===== src/rtl/lcd_pkg.sv =====
// Shared definitions for the LCD controller and its command feeder:
// image command encodings and the feeder state machine encoding.
package lcd_pkg;

    localparam int CMD_W = 3;

    // Image commands understood by the LCD controller
    typedef enum logic [CMD_W-1:0] {
        CMD_WRITE    = 3'd0,
        CMD_UP       = 3'd1,
        CMD_DOWN     = 3'd2,
        CMD_LEFT     = 3'd3,
        CMD_RIGHT    = 3'd4,
        CMD_AVG      = 3'd5,
        CMD_MIRROR_X = 3'd6,
        CMD_MIRROR_Y = 3'd7
    } lcd_cmd_e;

    // Command feeder sequencing states
    typedef enum logic [2:0] {
        ST_WAIT_READY = 3'd0,
        ST_IDLE       = 3'd1,
        ST_WAIT_ACK   = 3'd2,
        ST_WAIT_BUSY  = 3'd3,
        ST_HALT       = 3'd4,
        ST_FINISHED   = 3'd5
    } feeder_state_e;

endpackage


===== src/rtl/lcd_cmd_fifo.sv =====
// Synchronous command FIFO, DEPTH x CMD_W, first-word fall-through head.
// Push is refused when full and pop when empty; flush empties it in one cycle.
module lcd_cmd_fifo
    import lcd_pkg::*;
#(
    parameter int DEPTH = 8
) (
    input  logic                       clk,
    input  logic                       reset,
    input  logic                       push,
    input  logic                       pop,
    input  logic                       flush,
    input  logic [CMD_W-1:0]           din,
    output logic [CMD_W-1:0]           dout,
    output logic                       full,
    output logic                       empty,
    output logic [$clog2(DEPTH):0]     count
);

    localparam int AW = $clog2(DEPTH);
    localparam int CW = AW + 1;
    localparam logic [CW-1:0] FULL_CNT = CW'(DEPTH);

    logic [CMD_W-1:0] mem [DEPTH];
    logic [AW-1:0]    wr_ptr;
    logic [AW-1:0]    rd_ptr;
    logic [CW-1:0]    cnt_q;
    logic             push_ok;
    logic             pop_ok;

    assign full    = (cnt_q == FULL_CNT);
    assign empty   = (cnt_q == '0);
    assign push_ok = push && !full;
    assign pop_ok  = pop && !empty;
    assign dout    = mem[rd_ptr];
    assign count   = cnt_q;

    // Pointer and occupancy tracking; pointers wrap naturally at DEPTH
    always_ff @(posedge clk or posedge reset) begin
        if (reset) begin
            wr_ptr <= '0;
            rd_ptr <= '0;
            cnt_q  <= '0;
        end else if (flush) begin
            wr_ptr <= '0;
            rd_ptr <= '0;
            cnt_q  <= '0;
        end else begin
            if (push_ok) wr_ptr <= wr_ptr + 1'b1;
            if (pop_ok)  rd_ptr <= rd_ptr + 1'b1;
            case ({push_ok, pop_ok})
                2'b10:   cnt_q <= cnt_q + 1'b1;
                2'b01:   cnt_q <= cnt_q - 1'b1;
                default: cnt_q <= cnt_q;
            endcase
        end
    end

    // Storage array; contents are don't-care until written, so no reset
    always_ff @(posedge clk) begin
        if (push_ok && !flush) mem[wr_ptr] <= din;
    end

endmodule


===== src/rtl/lcd_cmd_feeder.sv =====
// Upstream command stage for the LCD controller. Queues host commands and
// issues them one at a time as single-cycle pulses while the controller is
// idle; stops after WRITE is acknowledged and reports completion on done.
module lcd_cmd_feeder
    import lcd_pkg::*;
#(
    parameter int DEPTH       = 8,
    parameter int ACK_TIMEOUT = 4,
    parameter int CNT_W       = 8
) (
    input  logic                       clk,
    input  logic                       reset,
    input  logic [CMD_W-1:0]           host_cmd,
    input  logic                       host_valid,
    output logic                       host_ready,
    input  logic                       busy,
    input  logic                       done,
    output logic [CMD_W-1:0]           cmd,
    output logic                       cmd_valid,
    output logic [$clog2(DEPTH):0]     fifo_count,
    output logic [CNT_W-1:0]           issued_cnt,
    output logic                       seq_done,
    output logic                       err
);

    localparam int TW = (ACK_TIMEOUT > 1) ? $clog2(ACK_TIMEOUT) : 1;
    localparam logic [TW-1:0] TO_LAST = TW'(ACK_TIMEOUT - 1);

    feeder_state_e    state_q, state_d;
    logic [CMD_W-1:0] cmd_q, cmd_d;
    logic             cmd_valid_q, cmd_valid_d;
    logic [CNT_W-1:0] issued_q, issued_d;
    logic             seq_done_q, seq_done_d;
    logic             err_q, err_d;
    logic [TW-1:0]    to_cnt_q, to_cnt_d;
    logic             ready_seen_q, ready_seen_d;

    logic             fifo_push;
    logic             fifo_pop;
    logic             fifo_flush;
    logic [CMD_W-1:0] fifo_head;
    logic             fifo_full;
    logic             fifo_empty;

    function automatic logic [CNT_W-1:0] sat_inc(input logic [CNT_W-1:0] v);
        return (&v) ? v : v + 1'b1;
    endfunction

    // Readiness uses the registered count, so a push against a full FIFO is
    // refused even if a pop happens in the same cycle.
    assign host_ready = !fifo_full && (state_q != ST_HALT) && (state_q != ST_FINISHED);
    assign fifo_push  = host_valid && host_ready;
    assign fifo_flush = (state_q == ST_HALT);

    lcd_cmd_fifo #(
        .DEPTH (DEPTH)
    ) u_fifo (
        .clk   (clk),
        .reset (reset),
        .push  (fifo_push),
        .pop   (fifo_pop),
        .flush (fifo_flush),
        .din   (host_cmd),
        .dout  (fifo_head),
        .full  (fifo_full),
        .empty (fifo_empty),
        .count (fifo_count)
    );

    // State and registered outputs
    always_ff @(posedge clk or posedge reset) begin
        if (reset) begin
            state_q      <= ST_WAIT_READY;
            cmd_q        <= '0;
            cmd_valid_q  <= 1'b0;
            issued_q     <= '0;
            seq_done_q   <= 1'b0;
            err_q        <= 1'b0;
            to_cnt_q     <= '0;
            ready_seen_q <= 1'b0;
        end else begin
            state_q      <= state_d;
            cmd_q        <= cmd_d;
            cmd_valid_q  <= cmd_valid_d;
            issued_q     <= issued_d;
            seq_done_q   <= seq_done_d;
            err_q        <= err_d;
            to_cnt_q     <= to_cnt_d;
            ready_seen_q <= ready_seen_d;
        end
    end

    // Next-state, issue, timeout and error decisions
    always_comb begin
        state_d      = state_q;
        cmd_d        = cmd_q;
        cmd_valid_d  = 1'b0;
        issued_d     = issued_q;
        seq_done_d   = seq_done_q;
        err_d        = err_q;
        to_cnt_d     = to_cnt_q;
        ready_seen_d = ready_seen_q;
        fifo_pop     = 1'b0;

        // done is only legal once WRITE has been acknowledged
        if (done && (state_q != ST_HALT) && (state_q != ST_FINISHED)) begin
            err_d   = 1'b1;
            state_d = ST_FINISHED;
        end else begin
            case (state_q)
                ST_WAIT_READY: begin
                    // Two consecutive idle cycles mark the end of the initial load
                    if (!busy) begin
                        if (ready_seen_q) state_d = ST_IDLE;
                        ready_seen_d = 1'b1;
                    end else begin
                        ready_seen_d = 1'b0;
                    end
                end
                ST_IDLE: begin
                    if (!fifo_empty && !busy) begin
                        fifo_pop    = 1'b1;
                        cmd_d       = fifo_head;
                        cmd_valid_d = 1'b1;
                        issued_d    = sat_inc(issued_q);
                        to_cnt_d    = '0;
                        state_d     = ST_WAIT_ACK;
                    end
                end
                ST_WAIT_ACK: begin
                    // An unacknowledged command is dropped, not retried
                    if (busy) begin
                        state_d = ST_WAIT_BUSY;
                    end else if (to_cnt_q == TO_LAST) begin
                        err_d   = 1'b1;
                        state_d = ST_IDLE;
                    end else begin
                        to_cnt_d = to_cnt_q + 1'b1;
                    end
                end
                ST_WAIT_BUSY: begin
                    if (!busy) state_d = (cmd_q == CMD_WRITE) ? ST_HALT : ST_IDLE;
                end
                ST_HALT: begin
                    if (done) begin
                        seq_done_d = 1'b1;
                        state_d    = ST_FINISHED;
                    end
                end
                ST_FINISHED: begin
                    state_d = ST_FINISHED;
                end
                default: begin
                    state_d = ST_WAIT_READY;
                end
            endcase
        end
    end

    assign cmd        = cmd_q;
    assign cmd_valid  = cmd_valid_q;
    assign issued_cnt = issued_q;
    assign seq_done   = seq_done_q;
    assign err        = err_q;

endmodule


===== config.mk =====
export PLATFORM = sky130hd
export DESIGN_NAME = lcd_cmd_feeder
export DESIGN_NICKNAME = d
export VERILOG_FILES = /design/src/rtl/lcd_pkg.sv /design/src/rtl/lcd_cmd_fifo.sv /design/src/rtl/lcd_cmd_feeder.sv
export SDC_FILE = /design/constraint.sdc
export NUM_CORES = 1
export LEC_CHECK = 0
export CORE_AREA = 2 2 54 94
export CTS_CLUSTER_SIZE = 10
export DETAILED_ROUTE_END_ITERATION = 8
export DIE_AREA = 0 0 56 96
export MAX_ROUTING_LAYER = met4
export PLACE_DENSITY = 0.75
export SYNTH_ARGS = -nofsm -noshare
export SYNTH_HDL_FRONTEND = slang
export SYNTH_SLANG_ARGS = --single-unit

===== constraint.sdc =====
create_clock -name clk -period 3.78 [get_ports clk]
set_input_delay 0.567 -clock clk [delete_from_list [all_inputs] [get_ports clk]]
set_output_delay 0.567 -clock clk [all_outputs]
set_load 0.02 [all_outputs]

==> results of run 1 <==
==> worst max path at each step <==
stage                     startpoint         endpoint  slack, ns
after global routing            done  u_fifo.count[3]       0.64
after CTS                       done  u_fifo.count[3]       0.80
after detailed placement        done  u_fifo.count[3]       0.48
after floorplan                 done  u_fifo.count[3]       0.91
final                           done  u_fifo.count[3]       0.80
after global placement          done  u_fifo.count[3]       0.58
==> metrics by stage <==
step                setup slack [ns]  cell area (um^2)
finish                         0.802              2860
detailed placement             0.484              2750
CTS                            0.795              2860
global route                   0.642              2860
floorplan                      0.914              2430
global placement               0.582              2750
==> synth_stat cells (2+ instances only) <==
cell	count
nand3_1	7
a21oi_1	7
a21o_1	3
and3_1	3
ha_1	6
mux4_2	6
xor2_1	4
nand2_1	22
o21ai_0	10
inv_1	3
xnor2_1	8
nand4_1	5
clkbuf_1	5
nor4_1	2
nand2b_1	6
edfxtp_1	24
nor3_1	7
mux2i_1	6
nor2_1	14
dfrtp_1	30
==> worst max-delay path: stages <==
cell	delay [ns]
clkdlybuf4s50_1	0.52
or2_1	0.29
or4_1	0.53
nor2_1	0.23
ha_1	0.28
a21o_1	0.18
a21oi_1	0.19
nand2_1	0.07
o21bai_1	0.17
mux2i_1	0.19
==> report_power, final <==
part | internal [mW] | total, mW | leakage, nW | switching, mW
clock network | 0.201 | 0.387 | 0.0587 | 0.186
logic | 0.0813 | 0.155 | 0.491 | 0.0738
registers | 0.637 | 0.678 | 0.604 | 0.0408
==> cells by family after synthesis <==
kind of cell,count (synthesis),synth area share [%]
muxes,13,8.48
adders and majority gates,7,3.91
buffers and inverters,11,1.80
and+or+nand+nor,71,14.0
AOI/OAI and AO/OA,26,7.04
xor gates and xnor gates,12,4.32
DFF,54,60.4
==> state kept, by name, summed over array words and instances (netlist names) <==
name,cells
u_fifo.mem,24
u_fifo.count,4
seq_done,1
issued_cnt,8
u_fifo.wr_ptr,3
err,1
cmd_valid,1
to_cnt_q,2
ready_seen_q,1
state_q,3
u_fifo.rd_ptr,3
cmd,3
==> routing by layer <==
layer  GRT usage [%]  vias up  wire length (um)
met5               -        -                 0
met2            33.6       30              2500
met1            21.2      758              1760
li1                -      761                 -
met3            3.49       10               124
met4            8.93        0               127
==> final cells by class <==
cell class	instances	area, um^2	share of cell area [%]
flip-flops and latches	54	1470	51.4
multi-input cells	129	920	32.1
repair buffers	28	275	9.61
clock buffers	5	68.8	2.40
well taps	52	65.1	2.27
clock inverters	3	47.5	1.66
inverters	4	16.3	0.568
==> metrics.csv, run 1 <==
stage,metric,value,unit
status,outcome,completed,
worst_hold_path,Worst Hold End,seq_done,
die,Die Y,96,um
worst_hold_path,worst min path class,register to register,
global_route,first-pass GRT wire length,7.65,mm
finish,Final Non-Filler Cells,275,
setup_path,Reg2Reg Launch Point,u_fifo.count[1],
clock_network,post-CTS setup buffers,0,
placement,Routability Congestion,0.819,
route,routed len/inst,16.4,um
setup_path,R2R setup slack,0.98,ns
finish,share of cells above drive strength 1,8.97,%
timing,Clock Skew,0.0122,ns
finish,Fill cells,358,
clock_network,Hold Buf Count CTS,0,
placement,DPL Wire Length,3.41,mm
power_and_ir_drop,Leakage,1.15,nW
yosys,unique cell type count in the Yosys netlist,36,
timing,Final Slew Violations,0,
yosys,Post-Syn Area,2430,um^2
timing,Slew Limit Headroom,57.2,%
clock_network,H-tree depth,2,
die,Starting Density,52.7,%
worst_hold_path,Hold Startpoint,seq_done,
timing,time the worst path needs with I/O delays and setup,2.98,ns
finish,final core utilization,61.9,%
finish,most frequent cells in the layout,"30 x dfrtp_1, 26 x clkdlybuf4s50_1, 24 x edfxtp_1, 22 x nand2_1, 14 x nor2_1",
route,DRT antenna net count,0,
finish,final net count,237,
power_and_ir_drop,Final Total Pwr,1.22,mW
finish,"most common cell after layout, fill and taps aside",dfrtp_1,
yosys,number of synthesized flops with an enable pin,24,
timing,period utilisation layout,78.8,%
route,DR vias/cell,5.67,
power_and_ir_drop,Peak VDD IR,0.448,mV
timing,Setup-failing EPs final,0,
global_route,initial antenna violation count,0,
die,die width,56,um
clock_network,clock latency at the later pin of the worst-skew pair,0.30,ns
setup_path,reg2reg end,u_fifo.count[3],
die,# IOs,27,
timing,sum of negative setup slack,0,ns
clock_network,clock tree sinks,54,
die,core area,4620,um^2
global_route,vias in the first global route,1582,
yosys,register bit total from synthesis,54,
yosys,Syn Area/Cell,12.6,um^2
route,total wire length,4.52,mm
yosys,Synthesized Nets,209,
finish,Inserted Diodes,0,
timing,RSZ-0062 raised after global routing,false,
yosys,post-synthesis sequential area ratio,60.4,%
yosys,post-synth top area cell,dfrtp_1,
yosys,Synth Warn #,0,
timing,Worst Max-Slew Pin Slew,0.637,ns
clock_network,CTS Buf Count,5,
yosys,post-synth top area share,30.8,%
placement,Port Buffers,26,
die,cell row count,33,
setup_path,Worst setup SP type,input port,
setup_path,"Req. time, crit path",4.01,ns
clock_network,Root Driver,clkbuf_8,
route,Vias,1559,
power_and_ir_drop,pwr dens,426,nW/um^2
global_route,largest net degree at the start of global routing,31,
die,Die ar.,5380,um^2
route,drt first-iter violations,79,
run,max_cap viols,0,
yosys,Synth Flop Type,dfrtp_1,
timing,hold slack,0.490,ns
setup_path,WS Path Type,input port to register,
timing,Final Hold Viols,0,
clock_network,CTS tree,done,
yosys,"top cells by area, synth","dfrtp_1 31%, edfxtp_1 30%, mux4_2 5.5%",
yosys,share of synthesized flip-flops with an asynchronous set or reset,55.6,%
setup_path,Critical Path AT,3.21,ns
route,DRC viols,0,
clock_network,post-CTS sizing,0,
yosys,Mapped Cells,194,
finish,P&R area growth vs syn,17.6,%
setup_path,crit end category,register,
clock_network,Clock Path Buffers,2,
setup_path,reg2reg path depth,9,
timing,Max Freq,336,MHz
clock_network,Clock transition at path regs,0.10,ns
global_route,total congestion overflow,0,
setup_path,CP Max Fanout,8,
worst_hold_path,WHS Path Cells,1,
route,drt pass-1 iters,4,
global_route,Tot GR Track Use,19.2,%
placement,# placed instances,267,
Power figures use the tool's default switching activity.
==> inputs of run 2 (changes only) <==
- clock period: 3.78 -> 3.05 ns (I/O delays scaled with it)
==> run 2 against run 1 <==
  * Via count up 0.83%
  * Die area unchanged
  * Critical path depth down 1
  * Critical endpoint unchanged
  * Largest cell class unchanged
  * Highest routed layer unchanged
==> metrics.csv, run 2 (synthesized netlist as in run 1, its figures left out) <==
stage,metric,value,unit
timing,RSZ-0062 raised after global routing,false,
worst_hold_path,worst min path class,register to register,
clock_network,clock tree sinks,54,
setup_path,reg2reg path depth,9,
setup_path,WS Path Type,register to register,
clock_network,Root Driver,clkbuf_8,
route,DRC viols,0,
setup_path,crit end category,register,
clock_network,post-CTS setup buffers,0,
status,outcome,completed,
global_route,largest net degree at the start of global routing,31,
finish,most frequent cells in the layout,"30 x dfrtp_1, 26 x clkdlybuf4s50_1, 24 x edfxtp_1, 22 x nand2_1, 14 x nor2_1",
setup_path,"Req. time, crit path",3.29,ns
placement,# placed instances,270,
placement,dpl cell area,2770,um^2
route,routed len/inst,16.5,um
setup_path,"delay-heaviest family, CP",simple AND/OR/NAND/NOR gates,
power_and_ir_drop,Peak VDD IR,0.415,mV
finish,fin area,2860,um^2
global_route,vias in the first global route,1639,
clock_network,Hold Buf Count CTS,0,
route,drt first-iter violations,43,
finish,max reg flops,24,
finish,area of the multi-input gates,920,um^2
die,# IOs,27,
clock_network,Clock transition at path regs,0.09,ns
clock_network,CTS tree,done,
global_route,initial antenna violation count,0,
placement,DPL Wire Length,3.45,mm
setup_path,"critical path, cell by cell",or4b_2 -> and3_1 -> nor2_1 -> ha_1 -> a21o_1 -> a21oi_1 -> nand2_1 -> o21bai_1 -> mux2i_1,
finish,Final Non-Filler Cells,278,
timing,Final Slew Violations,0,
route,Vias,1572,
die,Die Y,96,um
setup_path,Reg2Reg Launch Point,u_fifo.count[1],
finish,final net count,240,
finish,Inserted Diodes,0,
worst_hold_path,Hold Startpoint,seq_done,
worst_hold_path,WHS Path Cells,1,
setup_path,R2R setup slack,0.30,ns
finish,P&R area growth vs syn,17.5,%
finish,Reg with most FFs,u_fifo.mem,
die,cell row count,33,
setup_path,CP bufs+invs,0,
timing,Slew Limit Headroom,54.7,%
clock_network,Clock Path Buffers,2,
die,core area,4620,um^2
route,total wire length,4.58,mm
clock_network,CTS Buf Count,5,
route,drt pass-1 iters,4,
finish,Fill cells,387,
die,die width,56,um
setup_path,CP Max Fanout,6,
run,max_cap viols,0,
timing,period utilisation layout,90.0,%
placement,Setup WS pre-CTS,0.153,ns
finish,share of cells above drive strength 1,10.2,%
setup_path,"slowest stage delay, CP",0.73,ns
timing,Final Hold Viols,0,
die,Die ar.,5380,um^2
route,DRT antenna net count,0,
timing,sum of negative setup slack,0,ns
timing,Max Freq,364,MHz
setup_path,Critical Path AT,2.99,ns
timing,Worst Max-Slew Pin Slew,0.673,ns
timing,final setup margin,0.304,ns
power_and_ir_drop,Leakage,1.15,nW
clock_network,H-tree depth,2,
timing,Setup-failing EPs final,0,
finish,"most common cell after layout, fill and taps aside",dfrtp_1,
worst_hold_path,Worst Hold End,seq_done,
route,DR vias/cell,5.65,
timing,Clock Skew,0.00831,ns
die,Starting Density,52.7,%
setup_path,Worst setup SP type,register,
placement,Port Buffers,26,
global_route,first-pass GRT wire length,7.70,mm
setup_path,slowest library cell on the worst path,or4b_2,
clock_network,post-CTS sizing,0,
setup_path,reg2reg end,u_fifo.count[3],
global_route,Tot GR Track Use,19.7,%
timing,time the worst path needs with I/O delays and setup,2.75,ns
power_and_ir_drop,pwr dens,503,nW/um^2
finish,Register Area,1470,um^2
placement,Routability Congestion,0.771,
global_route,total congestion overflow,0,
clock_network,clock latency at the later pin of the worst-skew pair,0.31,ns
-- run 2: stage by stage --
step	hold slack, ns	utilization, %	power (mW)
6_report	0.494	61.9	1.44
5_1_grt	0.508	61.9	1.51
4_1_cts	0.488	61.9	1.46
3_5_place_dp	0.466	59.9	1.06
3_3_place_gp	0.453	59.9	1.05
2_1_floorplan	0.464	-	0.958
-- run 2: worst max path at each step --
| stage | start | cells after the start | to | slack (ns) |
|---|---|---|---|---|
| after CTS | u_fifo.count[1] | 9 | u_fifo.count[3] | 0.32 |
| after global routing | u_fifo.count[1] | 9 | u_fifo.count[3] | 0.08 |
| after global placement | done | 10 | u_fifo.count[3] | 0.20 |
| after detailed placement | done | 10 | u_fifo.count[3] | 0.15 |
| final | u_fifo.count[1] | 9 | u_fifo.count[3] | 0.30 |
| after floorplan | done | 11 | u_fifo.count[3] | 0.29 |
-- run 2: cell type report --
type,count,share of cell area (%)
flip-flops and latches,54,51.4
multi-input cells,129,32.2
repair buffers,31,10.4
clock buffers,5,2.41
well taps,52,2.27
clock inverters,3,0.744
inverters,4,0.569
-- run 2: worst register-to-register path: cells and delay by family (launching register included) --
kind / cells / cell delay, ns
compound gates: 3 / 0.51
flops: 1 / 0.47
mux: 1 / 0.19
simple gates: 4 / 1.26
fa+ha+maj: 1 / 0.25
-- run 2: power breakdown --
group | total [mW] | switching [mW] | internal (mW)
clock | 0.398 | 0.236 | 0.162
sequential | 0.835 | 0.0458 | 0.790
combinational | 0.206 | 0.0993 | 0.107
-- run 2: metal layers --
layer / vias to the layer above / wire [um] / GRT usage (%) / part of all wire, %
li1: 766 / - / - / -
met1: 776 / 1650 / 19.5 / 36
met2: 24 / 2720 / 37.2 / 59
met3: 6 / 117 / 3.76 / 2.6
met4: 0 / 89 / 8.53 / 1.9
met5: - / 0 / - / 0
==> inputs of run 3 (changes only) <==
- CORE_AREA: 2 2 54 94 -> 2 2 56 97
- DIE_AREA: 0 0 56 96 -> 0 0 58 99
- HOLD_SLACK_MARGIN: unset -> 0.03
- PLACE_DENSITY: 0.75 -> 0.76
- SYNTH_HIERARCHICAL: unset -> 1
==> run 3 against run 2 <==
  * Highest routed layer unchanged
  * Critical endpoint is now u_fifo/count[3]
  * Area after synthesis is 10% higher
  * Sequential power fell by 2.6%
  * Clock power increased by 3%
  * Critical path type unchanged
==> metrics.csv, run 3 <==
stage,metric,value,unit
status,outcome,completed,
yosys,Mapped Cells,219,
die,die width,58,um
yosys,post-synthesis mux area share,10.3,%
timing,RSZ-0062 raised after global routing,false,
timing,Final Hold Viols,0,
setup_path,reg2reg end,u_fifo/count[3],
yosys,post-synth top area cell,dfrtp_1,
route,DR vias/cell,5.80,
route,DRC viols,0,
clock_network,post-CTS setup buffers,0,
clock_network,clock latency at the later pin of the worst-skew pair,0.30,ns
yosys,"count leader, synth",dfrtp_1,
yosys,Post-Syn Area,2690,um^2
setup_path,"delay-heaviest family, CP",simple AND/OR/NAND/NOR gates,
yosys,register bit total from synthesis,54,
yosys,Synth Warn #,6,
clock_network,post-CTS sizing,0,
clock_network,Hold Buf Count CTS,0,
route,total wire length,5.04,mm
global_route,initial antenna violation count,0,
yosys,Syn Area/Cell,12.3,um^2
setup_path,Critical Path AT,2.98,ns
placement,dpl cell area,3120,um^2
yosys,post-synth top area share,27.9,%
finish,most frequent cells in the layout,"28 x dfrtp_1, 26 x clkdlybuf4s50_1, 24 x edfxtp_1, 21 x nor2_1, 15 x buf_4",
die,core area,4930,um^2
power_and_ir_drop,Peak VDD IR,0.369,mV
clock_network,Root Driver,clkbuf_8,
global_route,largest net degree at the start of global routing,21,
timing,Slew Limit Headroom,34.2,%
setup_path,"slowest stage delay, CP",0.56,ns
die,# IOs,27,
die,cell row count,34,
route,DRT antenna net count,0,
die,Die Y,99,um
setup_path,Reg2Reg Launch Point,u_fifo/count[2],
clock_network,CTS tree,done,
route,Vias,1799,
worst_hold_path,Hold Startpoint,seq_done,
route,drt first-iter violations,54,
finish,Reg with most FFs,u_fifo/mem,
setup_path,CP dominant cell by count,a21oi_4,
setup_path,CP bufs+invs,1,
die,Die ar.,5740,um^2
timing,time the worst path needs with I/O delays and setup,2.78,ns
setup_path,"critical path, cell by cell",or4b_1 -> inv_4 -> a21oi_4 -> and2_4 -> a21oi_4 -> ha_4 -> a21oi_2 -> and3_4 -> mux2_4 -> a311o_1,
finish,share of cells above drive strength 1,20.7,%
route,routed len/inst,16.3,um
worst_hold_path,worst min path class,register to register,
yosys,Synth Area in Simple Gates,15.2,%
die,Starting Density,54.5,%
clock_network,clock tree sinks,54,
timing,Max Freq,359,MHz
global_route,vias in the first global route,1860,
yosys,post-synthesis sequential area ratio,54.7,%
run,max_cap viols,0,
yosys,Synth Flop Type,dfrtp_1,
yosys,XOR/XNOR Fraction of Synth Area,3.58,%
clock_network,Clock Path Buffers,2,
worst_hold_path,Worst Hold End,seq_done,
clock_network,CTS Buf Count,5,
setup_path,WS Path Type,register to register,
timing,Clock Skew,0.00855,ns
global_route,first-pass GRT wire length,8.38,mm
placement,DPL Wire Length,3.82,mm
yosys,Synth Area in Compound Gates,9.67,%
setup_path,Worst setup SP type,register,
clock_network,Clock transition at path regs,0.10,ns
timing,Final Slew Violations,0,
placement,Routability Congestion,0.894,
setup_path,crit end category,register,
setup_path,"Req. time, crit path",3.25,ns
yosys,largest family of logic cells by synthesized area,simple AND/OR/NAND/NOR gates,
yosys,list of most frequent post-synthesis cells,"30 x dfrtp_1, 24 x edfxtp_1, 21 x nor2_1",
yosys,area share of fa/ha/maj cells after synthesis,3.53,%
placement,Port Buffers,26,
power_and_ir_drop,pwr dens,453,nW/um^2
clock_network,H-tree depth,2,
finish,"most common cell after layout, fill and taps aside",dfrtp_1,
timing,Setup-failing EPs final,0,
finish,fin area,3220,um^2
yosys,unique cell type count in the Yosys netlist,57,
setup_path,slowest library cell on the worst path,or4b_1,
finish,P&R area growth vs syn,19.5,%
setup_path,R2R setup slack,0.27,ns
route,drt pass-1 iters,4,
global_route,total congestion overflow,0,
finish,final net count,270,
timing,period utilisation layout,91.2,%
finish,final core utilization,65.2,%
finish,max reg flops,24,
yosys,share of synthesized flip-flops with an asynchronous set or reset,55.6,%
setup_path,reg2reg path depth,10,
global_route,Tot GR Track Use,19.6,%
yosys,Synthesized Nets,234,
power_and_ir_drop,Leakage,1.25,nW
setup_path,CP Max Fanout,10,
finish,Inserted Diodes,0,
timing,Worst Max-Slew Pin Slew,0.983,ns
yosys,"top cells by area, synth","dfrtp_1 28%, edfxtp_1 27%, mux4_2 5.0%",
yosys,number of synthesized flops with an enable pin,24,
worst_hold_path,WHS Path Cells,1,
-- run 3: routing by layer --
metal / share of wire, % / vias up / GRT usage [%]
met5: 0 / - / -
met4: 1.4 / 0 / 7.51
met3: 2.5 / 6 / 3.28
met2: 58 / 28 / 36.2
met1: 38 / 884 / 19.9
li1: - / 881 / -
-- run 3: power by group --
| part | switching, mW | internal [mW] | leakage [nW] |
|---|---|---|---|
| combinational | 0.122 | 0.113 | 0.596 |
| sequential | 0.0285 | 0.785 | 0.609 |
| clock | 0.239 | 0.169 | 0.0491 |
-- run 3: worst max path at each step --
stage	startpoint	end	slack, ns	cells after the start
after floorplan	u_fifo/count[0]	u_fifo/count[3]	-0.03	13
after global placement	busy	u_fifo/count[3]	0.07	10
after detailed placement	busy	u_fifo/count[3]	0.01	10
final	u_fifo/count[2]	u_fifo/count[3]	0.27	10
after CTS	u_fifo/count[2]	u_fifo/count[3]	0.26	10
after global routing	u_fifo/count[2]	u_fifo/count[3]	0.17	10
-- run 3: worst register-to-register path, cell delays in order, from the launching register on --
cell and delay (ns):
dfrtp_2 0.48, or4b_1 0.56, inv_4 0.09, a21oi_4 0.03, and2_4 0.18, a21oi_4 0.22, ha_4 0.24, a21oi_2 0.13
and3_4 0.19, mux2_4 0.29, a311o_1 0.27
-- run 3: cells by family after synthesis --
logic type / Yosys count
buffers and inverters: 18
AOI/OAI and AO/OA: 35
xor gates and xnor gates: 11
DFF: 54
and+or+nand+nor: 75
adders and majority gates: 7
muxes: 19
-- run 3: per-stage QoR --
| stage | std cells | setup TNS, ns | worst slack [ns] | hold WS [ns] | power, mW |
|---|---|---|---|---|---|
| floorplan | 219 | -0.0291 | -0.0291 | 0.298 | 0.973 |
| global placement | 302 | 0 | 0.0722 | 0.453 | 1.06 |
| detailed placement | 302 | 0 | 0.0132 | 0.450 | 1.06 |
| CTS | 310 | 0 | 0.265 | 0.474 | 1.48 |
| global route | 310 | 0 | 0.174 | 0.492 | 1.52 |
| finish | 310 | 0 | 0.268 | 0.473 | 1.46 |
-- run 3: final cells by class --
cell class	count	area, um^2
repair buffers	41	373
inverters	6	25.0
clock inverters	3	26.3
fillers	393	1720
well taps	54	67.6
flip-flops and latches	54	1470
multi-input cells	147	1180
clock buffers	5	68.8
